**config.mk**
```make
export PLATFORM = sky130hd
export DESIGN_NAME = srl32_chain_top
export DESIGN_NICKNAME = d
export VERILOG_FILES = /design/src/rtl/srl32_chain_top.sv
export SDC_FILE = /design/constraint.sdc
export NUM_CORES = 1
export LEC_CHECK = 0
export ABC_AREA = 1
export BUFFER_PORTS_ARGS = -buffer_cell sky130_fd_sc_hd__buf_2
export CAP_MARGIN = 15
export CORE_MARGIN = 2
export CORE_UTILIZATION = 35
export DETAILED_ROUTE_END_ITERATION = 10
export GPL_ROUTABILITY_DRIVEN = 1
export HOLD_SLACK_MARGIN = 0.05
export REMOVE_ABC_BUFFERS = 1
export SETUP_SLACK_MARGIN = 0.05
export SLEW_MARGIN = 15
export SYNTH_ARGS = -nofsm -noshare
export SYNTH_HDL_FRONTEND = slang
export SYNTH_SLANG_ARGS = --single-unit
export TNS_END_PERCENT = 30
```
**constraint.sdc**
```tcl
create_clock -name clk -period 2.4 [get_ports clk]
set_input_delay 0.36 -clock clk [delete_from_list [all_inputs] [get_ports clk]]
set_output_delay 0.36 -clock clk [all_outputs]
set_load 0.005 [all_outputs]
```
**src/rtl/srl32_chain_top.sv**
```systemverilog
// srl32_chain_top: LFSR-fed SRL32 cascade self-test with sticky error / active LEDs (optional SRL_ERR_INJECT_EN: sw[k] flips chain k input)
module srl32_chain_top #(
    parameter int          NUM_CHAINS = 8,
    parameter logic [15:0] SEED       = 16'hACE1
) (
    input  logic        clk,
    input  logic        rst,
    input  logic        rx,
    output logic        tx,
    input  logic [15:0] sw,
    output logic [15:0] led
);
    logic [15:0] cnt = '0;
    logic [7:0]  err_v;
    logic [7:0]  act_v;
    logic        unused_sw;

    function automatic logic [15:0] lfsr_next(input logic [15:0] s);
        return {s[0] ^ s[2] ^ s[3] ^ s[5], s[15:1]};
    endfunction

    assign tx        = rx;
    assign unused_sw = ^sw;
    assign led       = {act_v, err_v};

    // cycle counter since power-up / reset, saturating so late checks stay enabled
    always_ff @(posedge clk) cnt <= rst ? '0 : (&cnt ? cnt : cnt + 16'd1);

    genvar k, j;
    for (k = 0; k < 8; k++) begin : g_chain
        if (k < NUM_CHAINS) begin : g_used
            localparam int          N = k + 1;
            localparam logic [15:0] L = 16'(32 * N);
            localparam logic [15:0] S = SEED ^ 16'(k);
            logic [15:0] gen = S;
            logic [15:0] chk = S;
            logic        err = 1'b0;
            logic        act = 1'b0;
            logic [N:0]  link;
            logic        inj;
`ifdef SRL_ERR_INJECT_EN
            assign inj = sw[k];
`else
            assign inj = 1'b0;
`endif
            assign link[0] = gen[0] ^ inj;
            for (j = 0; j < N; j++) begin : g_stage
                logic [31:0] sr = '0;
                // SRL32 stage: shifts every clock, no reset, tap 31 feeds the next stage
                always_ff @(posedge clk) sr <= {sr[30:0], link[j]};
                assign link[j+1] = sr[31];
            end
            // generator, latency-aligned reference and flags; reference waits L cycles before advancing
            always_ff @(posedge clk) begin
                if (rst) begin
                    gen <= S;
                    chk <= S;
                    err <= 1'b0;
                    act <= 1'b0;
                end else begin
                    gen <= lfsr_next(gen);
                    chk <= (cnt >= L) ? lfsr_next(chk) : chk;
                    act <= cnt >= L - 16'd1;
                    err <= err | (act & (link[N] ^ chk[0]));
                end
            end
            assign err_v[k] = err;
            assign act_v[k] = act;
        end else begin : g_unused
            assign err_v[k] = 1'b0;
            assign act_v[k] = 1'b0;
        end
    end
endmodule

```
# Word-level counts from Yosys, hierarchy flattened

Cells that the tools add are included.

Register bits: 1440
Bits in latches: 0
Memory bits (writable): 0
Memory bits (read-only): 0
Logic and storage cells: 159
Memories kept: 0

Add/sub/neg operators: 1
$mul: 0
Divide/modulo/power cells: 0
$lt $le $gt $ge: 16
Equal/unequal tests: 0
Shift operators: 0
Multiplexer cells: 0
Bitwise operators: 72
Reduce and logical (&&, ||, !) cells: 1

Operators by type and width:

| kind                                                  | number |
|---|---|
| >= comparator 16 x 8 -> 1 bit (second input constant) | 8 |
| >= comparator 16 x 7 -> 1 bit (second input constant) | 4 |
| bitwise XOR 1 bit                                     | 56 |
| >= comparator 16 x 6 -> 1 bit (second input constant) | 2 |
| adder 16 x 1 -> 16 bit (second input constant)        | 1 |
| >= comparator 16 x 5 -> 1 bit (second input constant) | 1 |
| >= comparator 16 x 9 -> 1 bit (second input constant) | 1 |
| AND reduction 16 bit                                  | 1 |
| AND 1 bit                                             | 8 |
| bitwise OR 1 bit                                      | 8 |

# Logic depth before layout (Yosys ltp)

Depth after elaboration: 3
Depth in mapped cells: 10
Gate-level depth less buffers: 9

# Worst setup path before layout

OpenSTA, ideal clock, no wires.

Path kind: register to register
Start point: register cnt[0]
End point: register cnt[0]
Library setup time: 0.132 ns
Data arrival time: 1.402 ns
Required time: 2.268 ns
Slack: 0.865 ns
Stages on the path, launching flop included: 10
Cells stage by stage: dfxtp_1 -> ha_1 -> nand2_1 -> nor2_1 -> nand2_1 -> nor2_1 -> nand2_1 -> buf_2 -> nand2_1 -> a21oi_1

Word-level cells in the longest chain between the ends: 1
Elaborated cells between the ends (all ways): 2
Those cells by class: 1 x add/sub; 1 x reduce/logical

RTL lines:

| item                                                           | line | RTL |
|---|---|---|
| start, declared                                                | 13   | `logic [15:0] cnt = '0;` |
| start signal, assigned                                         | 27   | `always_ff @(posedge clk) cnt <= rst ? '0 : (&cnt ? cnt : cnt + 16'd1);` |
| adder 16 x 1 -> 16 bit or AND reduction 16 bit (tied branches) | 27   |  |

Several ways; a longest one is shown, not always the timed one.
A chain may end at the register's enable or synchronous reset.

# Worst setup path after layout

Start point: register cnt[13]
End point: register g_chain[6].g_used.chk[9]

Word-level cells in the longest chain between the ends: 1

RTL lines:

| item                          | line | RTL |
|---|---|---|
| >= comparator 16 x 8 -> 1 bit | 62   | `chk <= (cnt >= L) ? lfsr_next(chk) : chk;` |
| end signal, assigned          | 62   |  |
| end, declared                 | 36   | `logic [15:0] chk = S;` |

No other way between the ends.

==> results.sh <==
export IMPL_tightest_slew_ps=772
export IMPL_drt_iter0_drc=811
export IMPL_period_minus_slack_ps=2120
export IMPL_crit_path_start_kind="flip-flop"
export IMPL_grt_overflow_total=0
export IMPL_clockBufferDepth=3
export IMPL_gp_congestion=0.742
export IMPL_grt_use_total=0.0812
export IMPL_firstDrtPassIters=5
export IMPL_fin_worst_skew_ps=29.8
export IMPL_grt_pass1_vias=14300
export IMPL_dpl_cell_count=3525
export IMPL_ant_nets=0
export IMPL_ys_types=24
export IMPL_core_area_mm2=0.0935
export IMPL_syn_to_final_growth_pct=17.1
export IMPL_hold_viol_final=0
export IMPL_die_w_um=311
export IMPL_wl_per_cell_um=10.4
export IMPL_clk_pin_slew_ps=60
export IMPL_power_leakage_nw=16.2
export IMPL_slew_limit_headroom=0.484
export IMPL_layout_common_cells="dfxtp_1 (1440), nor2_1 (148), nand2_1 (141)"
export IMPL_power_density_mw_per_mm2=1160
export IMPL_fin_cells=3738
export IMPL_final_max_slew_violation_count=0
export IMPL_hpwlAfterDp_um=19500
export IMPL_crit_type="flip-flop to flip-flop"
export IMPL_ios=36
export IMPL_ys_flop_type="dfxtp_1"
export IMPL_synth_seq_area_share=0.873
export IMPL_clk_latency_ps=660
export IMPL_cts_made_buffers=121
export IMPL_hold_class="input port to flip-flop"
export IMPL_io_buffers=17
export IMPL_start_util=0.353
export IMPL_grt_max_degree=183
export IMPL_synth_edf_count=0
export IMPL_postSynthAreaPerCell_um2=14.2
export IMPL_synth_seq_cells=1440
export IMPL_setup_violations=0
export IMPL_rsz0062_at_grt="true"
export IMPL_grt_pass1_wl_um=67600
export IMPL_antenna_cells=0
export IMPL_wl_um=38700
export IMPL_max_freq_ghz=0.472
export IMPL_ys_warn_count=0
export IMPL_drc=0
export IMPL_required_ps=2920
export IMPL_cts_root_buffer="clkbuf_16"
export IMPL_final_common_cell="dfxtp_1"
export IMPL_synthArstFlopShare=0
export IMPL_fillers=8425
export IMPL_pre_cts_ws_ps=99.6
export IMPL_dieArea_mm2=0.0968
export IMPL_syn_area_mm2=0.0330
export IMPL_antenna_found_initial=1
export IMPL_vias_per_cell=3.81
export IMPL_crit_path_end_kind="flip-flop"
export IMPL_cts_tree="yes"
export IMPL_setup_ws_ps=283
export IMPL_vdd_drop_max_mv=0.603
export IMPL_num_rows=112
export IMPL_cap_violations=0
export IMPL_final_setup_tns_ps=0
export IMPL_critical_path_peak_fanout=23
export IMPL_cts_htree_levels=3
export IMPL_syn_inst=2321
export IMPL_detailroute_via_count=14200
export IMPL_finalCritPeriodShare=0.882
export IMPL_status="finished clean"
export IMPL_holdBufCountCts=0
export IMPL_fp_dieH_um=311
export IMPL_cts_sinks=1440
export IMPL_drive_above_1_share=0.115
export IMPL_worstPathArrival_ps=2640
export IMPL_final_nets=2415
-- stage by stage --
stage                     instance area (um2)   util  power (W)  hold WS, ps
after floorplan                         32600      -     0.0252          310
after global placement                  34400  0.368     0.0253          311
after detailed placement                34400  0.368     0.0253          312
after CTS                               38600  0.413     0.0454          129
after global routing                    38600  0.413     0.0465          161
final                                   38600  0.413     0.0448          182
-- repair_timing --
item / CTS / global route
resized for setup: 0 / 1
buffers inserted: 0 / 0
endpoints found under the hold margin: 0 / 0
setup endpoints to repair: 0 / 22
-- worst max-delay path, stage by stage (launching register included) --
cell and delay, ps:
dfxtp_1 360, nor2_1 120, nand2_1 100, nor2_4 370, buf_4 250, nand2_1 370
o21ai_0 340, a21oi_1 70
-- final timing paths --
| path | cells after the start | endpoint | slack, ps | from |
|---|---|---|---|---|
| worst max-delay path | 7 | g_chain[6].g_used.chk[9] | 280 | cnt[13] |
| worst min-delay path | 3 | g_chain[7].g_used.chk[7] | 180 | rst |
| worst max register to register | 7 | g_chain[6].g_used.chk[9] | 280 | cnt[13] |
| worst min register to register | 0 | g_chain[7].g_used.g_stage[1].sr[5] | 300 | g_chain[7].g_used.g_stage[1].sr[4] |
-- cell type report --
type,count,area [um2],area share
Clock buffer,179,3630,0.0939
Clock inverter,34,609,0.0158
Inverter,123,462,0.0119
Multi-Input combinational cell,681,3350,0.0867
Sequential cell,1440,28800,0.746
Tap cell,1254,1570,0.0406
Timing Repair Buffer,27,200,0.00518
-- synth_stat cells, types with 2 or more instances --
| cell type | number | share of area |
|---|---|---|
| buf_2 | 16 | 0.0024 |
| xnor2_1 | 24 | 0.0064 |
| xor2_1 | 24 | 0.0064 |
| dfxtp_1 | 1440 | 0.87 |
| inv_1 | 121 | 0.014 |
| clkbuf_1 | 40 | 0.0045 |
| o21ai_0 | 81 | 0.012 |
| ha_1 | 2 | 0.00076 |
| nor2_1 | 148 | 0.017 |
| buf_1 | 3 | 0.00034 |
| or2_2 | 62 | 0.012 |
| nand2_1 | 142 | 0.016 |
| nand3_1 | 105 | 0.016 |
| nand4_1 | 4 | 0.00076 |
| a31oi_1 | 6 | 0.0011 |
| buf_4 | 18 | 0.0041 |
| a21oi_1 | 78 | 0.012 |
-- sequential cells by signal, indices dropped and copies added (netlist names) --
name                       flops
g_chain.g_used.err             8
g_chain.g_used.gen           128
g_chain.g_used.g_stage.sr   1152
g_chain.g_used.act             8
g_chain.g_used.chk           128
cnt                           16
-- power by group --
| group | total, W | switching [W] | internal [W] |
|---|---|---|---|
| clock | 0.0201 | 0.00805 | 0.0120 |
| combinational | 0.000248 | 0.000141 | 0.000107 |
| sequential | 0.0245 | 0.000127 | 0.0244 |
| total | 0.0448 | 0.00832 | 0.0365 |
-- metal layers --
layer | wire (um) | part of all wire | track usage | vias to the layer above
met5 | 0 | 0 | 0 | -
met4 | 1280 | 0.033 | 0.0349 | 0
met3 | 1670 | 0.043 | 0.0239 | 105
met2 | 16000 | 0.41 | 0.117 | 219
met1 | 19700 | 0.51 | 0.113 | 6584
li1 | - | - | - | 7329
-- logic make-up (layout without fill, tap and decap cells) --
kind of cell,Yosys count,after routing,synth area share
compound gates,168,168,0.0260
fa+ha+maj,2,2,0.000758
buf+inv,200,363,0.0254
flops,1440,1440,0.873
simple gates,463,463,0.0619
xor+xnor,48,48,0.0127
No activity file was read; power rests on OpenSTA's default activity.
